[src/rtl/pipe_io_pkg.sv]
// -----------------------------------------------------------------------------
// pipe_io_pkg
//   Shared definitions for the pipe-out capture path: the scheduler state
//   encoding and the default geometry of the capture memory.  The capture
//   memory and pipe readout blocks take their data width from here as well.
// -----------------------------------------------------------------------------
package pipe_io_pkg;

   typedef enum logic [1:0] {
      IDLE    = 2'd0,
      CAPTURE = 2'd1,
      FULL    = 2'd2
   } sched_state_e;

   localparam int PIPE_DEPTH  = 1024;
   localparam int PIPE_ADDR_W = 10;
   localparam int PIPE_DATA_W = 32;

endpackage

[src/rtl/pipe_capture_sched_rr_arbiter.sv]
// -----------------------------------------------------------------------------
// rr_arbiter
//   Purely combinational round-robin picker.  The winner is the first set
//   request bit at or after ptr_i, wrapping modulo NUM_CH.
//
//   req_i       : per-channel request
//   ptr_i       : highest-priority channel this cycle
//   enable_i    : when low, no grant is issued
//   grant_o     : one-hot grant
//   grant_idx_o : index of the granted channel (0 when none)
//   any_grant_o : a grant was issued
// -----------------------------------------------------------------------------
module rr_arbiter #(
   parameter int NUM_CH = 4,
   parameter int CH_W   = 2
) (
   input  logic [NUM_CH-1:0] req_i,
   input  logic [CH_W-1:0]   ptr_i,
   input  logic              enable_i,
   output logic [NUM_CH-1:0] grant_o,
   output logic [CH_W-1:0]   grant_idx_o,
   output logic              any_grant_o
);

   always_comb begin
      logic [CH_W-1:0] cand;
      logic            found;
      grant_o     = '0;
      grant_idx_o = '0;
      found       = 1'b0;
      cand        = '0;
      for (int i = 0; i < NUM_CH; i++) begin
         cand = CH_W'((int'(ptr_i) + i) % NUM_CH);
         if (enable_i && !found && req_i[cand]) begin
            found         = 1'b1;
            grant_o[cand] = 1'b1;
            grant_idx_o   = cand;
         end
      end
      any_grant_o = found;
   end

endmodule

[src/rtl/pipe_capture_sched.sv]
// -----------------------------------------------------------------------------
// pipe_capture_sched
//   Shares the capture memory write port between NUM_CH sample sources.
//   arm starts a capture; requesting channels are served round-robin with a
//   programmable idle gap (decim) after each write.  When DEPTH samples have
//   been written capture_full rises and the block waits in FULL until the
//   readout side pulses readout_done.
//
//   Optional build macro: PIPE_SCHED_DROP_CNT_EN adds drop_cnt, a saturating
//   count of CAPTURE cycles in which some requester went unserved.
//
//   Ports
//     test_clk, reset1      : clock, async active-high reset
//     arm                   : start capture (level, sampled each cycle)
//     decim                 : idle cycles after each write
//     readout_done          : buffer fully read (already synchronised)
//     ch_valid / ch_ready   : per-channel request / one-hot grant.  A sample
//                             transfers in any cycle where ch_valid[i] and
//                             ch_ready[i] are both high; ch_ready never
//                             depends on anything latched from an earlier
//                             request, so dropping ch_valid withdraws it.
//     ch_data               : channel i sample at [i*DATA_W +: DATA_W]
//     mem_we/addr/wdata/tag : registered write port, one cycle after grant
//     capture_full          : buffer filled, readout may start
//     busy                  : state is CAPTURE or FULL
//     dbg_state             : current scheduler state
//     drop_cnt              : (optional) unserved-request cycles
// -----------------------------------------------------------------------------
module pipe_capture_sched
   import pipe_io_pkg::*;
#(
   parameter int NUM_CH = 4,
   parameter int DATA_W = PIPE_DATA_W,
   parameter int DEPTH  = PIPE_DEPTH,
   parameter int ADDR_W = PIPE_ADDR_W,
   parameter int CH_W   = 2
) (
   input  logic                     test_clk,
   input  logic                     reset1,
   input  logic                     arm,
   input  logic [15:0]              decim,
   input  logic                     readout_done,
   input  logic [NUM_CH-1:0]        ch_valid,
   input  logic [NUM_CH*DATA_W-1:0] ch_data,
   output logic [NUM_CH-1:0]        ch_ready,
   output logic                     mem_we,
   output logic [ADDR_W-1:0]        mem_addr,
   output logic [DATA_W-1:0]        mem_wdata,
   output logic [CH_W-1:0]          mem_tag,
   output logic                     capture_full,
   output logic                     busy,
   output logic [1:0]               dbg_state
`ifdef PIPE_SCHED_DROP_CNT_EN
   , output logic [15:0]            drop_cnt
`endif
);

   localparam logic [ADDR_W:0] LAST_IDX = (ADDR_W+1)'(DEPTH - 1);

   sched_state_e    state_q, state_d;
   logic [ADDR_W:0] wr_cnt_q, wr_cnt_d;   // one extra bit so DEPTH never aliases to 0
   logic [15:0]     gap_cnt_q, gap_cnt_d;
   logic [CH_W-1:0] rr_ptr_q, rr_ptr_d;
   logic            mem_we_q, mem_we_d;
   logic [ADDR_W-1:0] mem_addr_q, mem_addr_d;
   logic [DATA_W-1:0] mem_wdata_q, mem_wdata_d;
   logic [CH_W-1:0] mem_tag_q, mem_tag_d;
   logic            full_q, full_d;
   logic            busy_q;
   logic            start_cap;            // entering CAPTURE this cycle

   logic [NUM_CH-1:0] grant;
   logic [CH_W-1:0]   grant_idx;
   logic              any_grant;
   logic [DATA_W-1:0] win_data;

   rr_arbiter #(.NUM_CH(NUM_CH), .CH_W(CH_W)) u_arb (
      .req_i       (ch_valid),
      .ptr_i       (rr_ptr_q),
      .enable_i    ((state_q == CAPTURE) && (gap_cnt_q == 16'd0)),
      .grant_o     (grant),
      .grant_idx_o (grant_idx),
      .any_grant_o (any_grant)
   );

   assign ch_ready = grant;

   always_comb begin
      win_data = '0;
      for (int i = 0; i < NUM_CH; i++) begin
         if (grant[i]) win_data = ch_data[i*DATA_W +: DATA_W];
      end
   end

   always_comb begin
      state_d     = state_q;
      wr_cnt_d    = wr_cnt_q;
      gap_cnt_d   = gap_cnt_q;
      rr_ptr_d    = rr_ptr_q;
      mem_we_d    = 1'b0;
      mem_addr_d  = mem_addr_q;
      mem_wdata_d = mem_wdata_q;
      mem_tag_d   = mem_tag_q;
      full_d      = full_q;
      start_cap   = 1'b0;
      case (state_q)
         IDLE: begin
            if (arm) begin
               state_d   = CAPTURE;
               wr_cnt_d  = '0;
               gap_cnt_d = '0;
               start_cap = 1'b1;
            end
         end
         CAPTURE: begin
            if (any_grant) begin
               mem_we_d    = 1'b1;
               mem_addr_d  = wr_cnt_q[ADDR_W-1:0];
               mem_wdata_d = win_data;
               mem_tag_d   = grant_idx;
               wr_cnt_d    = wr_cnt_q + 1'b1;
               gap_cnt_d   = decim;
               rr_ptr_d    = (grant_idx == CH_W'(NUM_CH - 1)) ? '0 : grant_idx + 1'b1;
               // capture_full rises together with the last write strobe
               if (wr_cnt_q == LAST_IDX) begin
                  state_d = FULL;
                  full_d  = 1'b1;
               end
            end else if (gap_cnt_q != 16'd0) begin
               gap_cnt_d = gap_cnt_q - 16'd1;
            end
         end
         FULL: begin
            if (readout_done) begin
               full_d = 1'b0;
               if (arm) begin
                  state_d   = CAPTURE;
                  wr_cnt_d  = '0;
                  gap_cnt_d = '0;
                  start_cap = 1'b1;
               end else begin
                  state_d = IDLE;
               end
            end
         end
         default: state_d = IDLE;
      endcase
   end

   always_ff @(posedge test_clk or posedge reset1) begin
      if (reset1) begin
         state_q     <= IDLE;
         wr_cnt_q    <= '0;
         gap_cnt_q   <= '0;
         rr_ptr_q    <= '0;
         mem_we_q    <= 1'b0;
         mem_addr_q  <= '0;
         mem_wdata_q <= '0;
         mem_tag_q   <= '0;
         full_q      <= 1'b0;
         busy_q      <= 1'b0;
      end else begin
         state_q     <= state_d;
         wr_cnt_q    <= wr_cnt_d;
         gap_cnt_q   <= gap_cnt_d;
         rr_ptr_q    <= rr_ptr_d;
         mem_we_q    <= mem_we_d;
         mem_addr_q  <= mem_addr_d;
         mem_wdata_q <= mem_wdata_d;
         mem_tag_q   <= mem_tag_d;
         full_q      <= full_d;
         busy_q      <= (state_d != IDLE);
      end
   end

   assign mem_we       = mem_we_q;
   assign mem_addr     = mem_addr_q;
   assign mem_wdata    = mem_wdata_q;
   assign mem_tag      = mem_tag_q;
   assign capture_full = full_q;
   assign busy         = busy_q;
   assign dbg_state    = state_q;

`ifdef PIPE_SCHED_DROP_CNT_EN
   logic [15:0] drop_cnt_q;
   // a cycle counts once if any requester is left without a grant
   wire drop_hit = (state_q == CAPTURE) && ((ch_valid & ~grant) != '0);

   always_ff @(posedge test_clk or posedge reset1) begin
      if (reset1) begin
         drop_cnt_q <= '0;
      end else if (start_cap) begin
         drop_cnt_q <= '0;
      end else if (drop_hit && (drop_cnt_q != 16'hFFFF)) begin
         drop_cnt_q <= drop_cnt_q + 16'd1;
      end
   end

   assign drop_cnt = drop_cnt_q;
`else
   // start_cap only feeds the optional drop counter
   logic unused_start;
   assign unused_start = start_cap;
`endif

endmodule

[config.mk]
export PLATFORM = sky130hd
export DESIGN_NAME = pipe_capture_sched
export DESIGN_NICKNAME = d
export VERILOG_FILES = /design/src/rtl/pipe_io_pkg.sv /design/src/rtl/pipe_capture_sched_rr_arbiter.sv /design/src/rtl/pipe_capture_sched.sv
export SDC_FILE = /design/constraint.sdc
export NUM_CORES = 1
export LEC_CHECK = 0
export CORE_MARGIN = 3
export CORE_UTILIZATION = 43
export CTS_CLUSTER_SIZE = 10
export DETAILED_ROUTE_END_ITERATION = 12
export PLACE_DENSITY = 0.86
export RECOVER_POWER = 100
export SLEW_MARGIN = 0
export SYNTH_ARGS = -nofsm -noshare
export SYNTH_HDL_FRONTEND = slang
export SYNTH_SLANG_ARGS = --single-unit
[constraint.sdc]
create_clock -name test_clk -period 4.46 [get_ports test_clk]
set_input_delay 0.446 -clock test_clk [delete_from_list [all_inputs] [get_ports test_clk]]
set_output_delay 0.446 -clock test_clk [all_outputs]
set_load 0.01 [all_outputs]
* Yosys cells after proc, flatten, opt, wreduce, memory -nomap -nowiden
Cells that the tools add are included.
Word-level totals: register bits 78, input port bits 152
Operators by class: add/sub/neg operators 6, magnitude comparators 8, eq/ne operators 8, muxes and demuxes 54, bitwise operators 3, reduce and logical (&&, ||, !) cells 25
Operator list (number):
- two-way mux 32 bit | 4
- two-way mux 16 bit | 4
- case mux 16 bit (3 select lines) | 1
- two-way mux 11 bit | 3
- case mux 11 bit (3 select lines) | 1
- two-way mux 1 bit | 18
- two-way mux 2 bit | 9
- logical NOT 16 bit | 1
- two-way mux 4 bit | 4
- nonzero test 16 bit | 1
- subtractor 16 x 1 -> 16 bit, second input constant | 1
- logical AND 1 bit | 12
- < comparator 2 x 3 -> 1 bit, second input constant | 4
- bitwise OR 4 bit | 3
- adder 11 x 1 -> 11 bit, second input constant | 1
- == test 11 x 10 -> 1 bit, second input constant | 1
- binary-select mux 1 bit (select 2 bit) | 4
- demux 1 bit (select 2 bit) | 4
- greater-or-equal comparator 2 x 1 -> 1 bit, second input constant | 4
- case mux 2 bit (3 select lines) | 1
- AND reduction 3 bit | 2
- adder 2 x 1 -> 2 bit, second input constant | 2
- adder 2 bit, second input constant | 2
- == test 2 bit, second input constant | 2
- 11 further kinds | 15

* Longest topological paths before layout
depth after elaboration 20, depth in mapped cells 15, mapped depth without buffers 12

* Hierarchy
Synthesis repeated with hierarchy kept, for this count alone.
Unflattened totals: cell total of the unflattened synthesis 565, area, all modules 4967.3 um^2
Modules (own cells, without submodules):
- pipe_capture_sched | times used 1, cells an instance 498, area an instance 4389.2 um^2, seq. area each 1951.9 um^2
- rr_arbiter | times used 1, cells an instance 67, area an instance 578.1 um^2, seq. area each 0.0 um^2

* Worst setup path after synthesis
OpenSTA, ideal clock, no wires.
path kind register -> register, start register rr_ptr_q[0], end register mem_wdata_q[11], in the netlist mem_wdata[11], arrival 3.300 ns, data required time 4.384 ns, setup slack 1.083 ns, cell stages (with the launch flop) 14, path buffers 6, cells stage by stage dfrtp_1 buf_2 buf_1 inv_1 ha_1 buf_2 mux4_2 clkbuf_1 a221oi_2 o21a_1 buf_2 buf_2 a22oi_1 o21ai_1
Between the ends: word-level cells in the longest chain between the ends 20, elaborated cells on any way between the ends 57, those cells by class add/sub (3); order compare (8); mux (28); bitwise (3); reduce/logical (15)
RTL lines:
- start, declared | RTL line pipe_capture_sched.sv:63 | logic [CH_W-1:0] rr_ptr_q, rr_ptr_d;
- start signal, assigned | RTL line pipe_capture_sched.sv:166 | rr_ptr_q <= rr_ptr_d;
- parallel branches: the longest is 20 deep, another holds < comparator 2 x 3 -> 1 bit
- end signal, assigned | RTL line pipe_capture_sched.sv:169 | mem_wdata_q <= mem_wdata_d;
- end, declared | RTL line pipe_capture_sched.sv:66 | logic [DATA_W-1:0] mem_wdata_q, mem_wdata_d;
Parallel ways; which one is timed is not known. The select of a mux whose other input is x is not followed. A chain may end at the register's enable or synchronous reset.

* Worst setup path in the final report
start register rr_ptr_q[0], end output ch_ready[1]
Between the ends: word-level cells in the longest chain between the ends 16, elaborated cells on any way between the ends 51, those cells by class add/sub (3); order compare (8); mux (23); bitwise (3); reduce/logical (14)
RTL lines:
- parallel branches: the longest is 15 deep, another holds < comparator 2 x 3 -> 1 bit
- two-way mux 4 bit * | RTL line pipe_capture_sched_rr_arbiter.sv:34 | if (enable_i && !found && req_i[cand]) begin
- end, declared | RTL line pipe_capture_sched.sv:45 | output logic [NUM_CH-1:0] ch_ready,
Every way passes the cells marked *. The select of a mux whose other input is x is not followed.

==> results_dict.tcl <==
set metrics [dict create \
    fin_worst_skew_ns 0.01224 \
    async_reset_ff_frac 1.000 \
    grt_use_total 0.2470 \
    worstHoldPathType "reg2reg" \
    relSlewSlack -0.3787 \
    clk_pin_slew_worst_paths_ns 0.08 \
    required_ns 4.01 \
    netlist_area_mm2 0.004732 \
    vias 5031 \
    place_hpwl_mm 11.80 \
    htree_levels 3 \
    rows 37 \
    grt_pass1_wl_mm 25.30 \
    cts_buffers 9 \
    cts_hold_buf 0 \
    grt_pass1_vias 5131 \
    endpoint_kind "output port" \
    antenna_cells 0 \
    clk_path_buf_depth 2 \
    rsz0062_at_grt "no" \
    synth_fp_nets 704 \
    postSynthAreaPerCell_um2 8.731 \
    avgRoutedWirePerCell_um 17.98 \
    core_area_mm2 0.01051 \
    synth_cells 542 \
    cts_sinks 78 \
    setup_viol 0 \
    ir_drop_uv 238.9 \
    ys_ff_latch 78 \
    cts-root-buf "clkbuf_8" \
    violations "capacitance limit, slew limit" \
    via_per_inst 5.796 \
    synth_enable_flop_cells 0 \
    fmax_mhz 244.9 \
    syn_to_final_growth_pct 48.57 \
    ant_nets 0 \
    wl_met1_mm 6.065 \
    start_util 0.4503 \
    drive_above_1_share 0.05601 \
    die_h_um 110.9 \
    post-route-period-util 0.9156 \
    worstPathArrival_ns 3.64 \
    fin_tns_setup_ns 0 \
    cts_setup_buffers 0 \
    status "finished, violations left" \
    fin_ws_ns 0.3766 \
    crit_path_start_kind "flip-flop" \
    grt_start_max_net_pins 47 \
    dieArea_mm2 0.01230 \
    ys.flop_type "dfrtp_1" \
    num_io_pins 205 \
    power.leakage_uw 0.002914 \
    wl_met3_mm 1.070 \
    globalplace.congestion 0.9178 \
    dp_slack_ns 0.5307 \
    cts_tree "done" \
    yosysSeqAreaShare 0.4125 \
    port-buffer-count 204 \
    dr.pass1.iters 5 \
    top_layer_used "met4" \
    synth_warnings 0 \
    antenna_found_initial 0 \
    tightest_slew_ns 2.057 \
    wirelength_mm 15.61 \
    wl_met2_mm 8.119 \
    maxSlewViolCount 81 \
    post_cts_resized 0 \
    grt-ovfl-total 0 \
    fin_nets 889 \
    drt-initial-drc-count 373 \
    worstSetupPathType "reg2out" \
    min_period_ns 4.083 \
    clock_latency_ns 0.34 \
    die_w_um 110.9 \
    cap_violations 2 \
    drc 0 \
    ys_types 52 \
    worstPathMaxFanout 16 \
    cellPowerDensity_mw_per_mm2 470.1 \
    finalHoldViolCount 0 \
]
worst paths after layout:
kind                                         start                        end  slack (ns)  cells after the start
min in group asynchronous                   reset1   gap_cnt_q[3]$_DFFE_PP0P_        1.08                      2
max reg2reg                rr_ptr_q[0]$_DFFE_PP0P_             busy$_DFF_PP0_        0.51                      9
min                        mem_addr[5]$_DFFE_PP0P_    mem_addr[5]$_DFFE_PP0P_        0.47                      2
min reg2reg                mem_addr[5]$_DFFE_PP0P_    mem_addr[5]$_DFFE_PP0P_        0.47                      2
max                        rr_ptr_q[0]$_DFFE_PP0P_                ch_ready[1]        0.38                      7
max in group asynchronous                   reset1  mem_wdata[29]$_DFFE_PP0P_        1.00                      3
critical path: stages (launching register included):
cell	delay, ns
dfrtp_1	0.70
inv_1	0.19
ha_1	0.48
mux4_2	0.71
a221o_1	0.31
a22oi_1	0.29
nor2_1	0.12
clkdlybuf4s50_1	0.50
layer usage:
layer,global-route usage,up-vias
met5,0,-
met4,0.08128,0
met3,0.04858,25
met2,0.4349,233
met1,0.3028,2383
li1,-,2390
cells in the final DEF (no fill, tap or decap), types with 2 or more instances in the layout:
| cell type | netlist | final |
|---|---|---|
| nor3b_1 | 2 | 2 |
| o22a_1 | 2 | 2 |
| clkbuf_8 | 0 | 9 |
| nor3_1 | 13 | 13 |
| xor2_1 | 6 | 6 |
| xnor2_1 | 2 | 2 |
| nand4_1 | 10 | 10 |
| clkinv_4 | 0 | 2 |
| o21ai_0 | 33 | 64 |
| a221o_1 | 2 | 2 |
| and3_1 | 15 | 15 |
| nor4_2 | 1 | 2 |
| o31ai_1 | 3 | 3 |
| mux4_2 | 4 | 4 |
| a211oi_1 | 2 | 2 |
| mux2i_1 | 6 | 6 |
| nor2_1 | 45 | 43 |
| a22oi_1 | 25 | 25 |
| buf_12 | 0 | 2 |
| a221oi_1 | 32 | 32 |
| o22ai_1 | 3 | 3 |
| o21ai_1 | 63 | 32 |
| dlygate4sd3_1 | 0 | 51 |
| ha_1 | 10 | 10 |
| a21oi_1 | 35 | 35 |
| nand2b_1 | 5 | 5 |
| nand3_1 | 6 | 6 |
| nor2b_1 | 5 | 5 |
| nor2_2 | 1 | 3 |
| nor4_1 | 5 | 5 |
| nand3b_1 | 2 | 2 |
| buf_4 | 0 | 7 |
| clkdlybuf4s50_1 | 0 | 153 |
| nor4b_1 | 2 | 2 |
| clkbuf_1 | 21 | 4 |
| dfrtp_1 | 78 | 78 |
| inv_1 | 12 | 11 |
| nand2_1 | 48 | 48 |
| or3_1 | 6 | 6 |
sequential cells by signal, summed over array words and instances (netlist names):
register and flops:
wr_cnt_q 11, busy 1, rr_ptr_q 2, mem_we 1, gap_cnt_q 16, mem_wdata 32
capture_full 1, mem_tag 2, mem_addr 10, dbg_state 2
cells by family after synthesis:
kind of cell / share of synthesized area
AO/OA/AOI/OAI: 0.2702
XOR/XNOR: 0.01481
adder cells (fa/ha/maj): 0.02644
buffers and inverters: 0.05341
flip-flops: 0.4125
multiplexers: 0.03411
AND/OR/NAND/NOR: 0.1885
cell usage after synthesis, types with 2 or more instances:
master	instances	area, um2
nor2b_1	5	31.28
inv_1	12	45.04
dfrtp_1	78	1952
nor2_1	45	168.9
xnor2_1	2	17.52
buf_2	16	80.08
nor4b_1	2	17.52
mux2i_1	6	60.06
nand2_1	48	180.2
o22ai_1	3	18.77
xor2_1	6	52.55
and3_1	15	93.84
nor4_1	5	31.28
a22oi_1	25	187.7
nand3_1	6	30.03
o22a_1	2	17.52
nor3b_1	2	15.01
nand3b_1	2	15.01
mux4_2	4	90.09
nor3_1	13	65.06
ha_1	10	125.1
o21ai_0	33	165.2
a221oi_1	32	280.3
clkbuf_1	21	78.83
nand4_1	10	62.56
or3_1	6	37.54
a221o_1	2	20.02
o21ai_1	63	315.3
o31ai_1	3	22.52
a21oi_1	35	175.2
a211oi_1	2	15.01
buf_6	4	45.04
nand2b_1	5	31.28
through the flow:
| stage | power (uW) | std cells | utilization | hold slack, ns | instance area (um2) |
|---|---|---|---|---|---|
| floorplan | 2141 | 542 | - | 0.4635 | 4732 |
| global placement | 2798 | 852 | 0.6536 | 0.4510 | 6869 |
| detailed placement | 2844 | 852 | 0.6536 | 0.4560 | 6869 |
| CTS | 3383 | 868 | 0.6719 | 0.4749 | 7061 |
| global route | 3525 | 868 | 0.6690 | 0.4947 | 7030 |
| finish | 3305 | 868 | 0.6690 | 0.4667 | 7030 |
where the power goes:
| group | internal [uW] | switching, uW |
|---|---|---|
| combinational | 781 | 863 |
| sequential | 934 | 195 |
| clock | 261 | 271 |
cell type report:
type                    instances  area, um2
fillers                       874       3478
multi-input cells             410       2524
repair buffers                216       2147
flip-flops and latches         78       1952
well taps                     136      170.2
clock buffers                  11      131.4
clock inverters                 5      60.06
inverters                      12      46.29
Note: power is estimated with default switching activity, not from simulation.
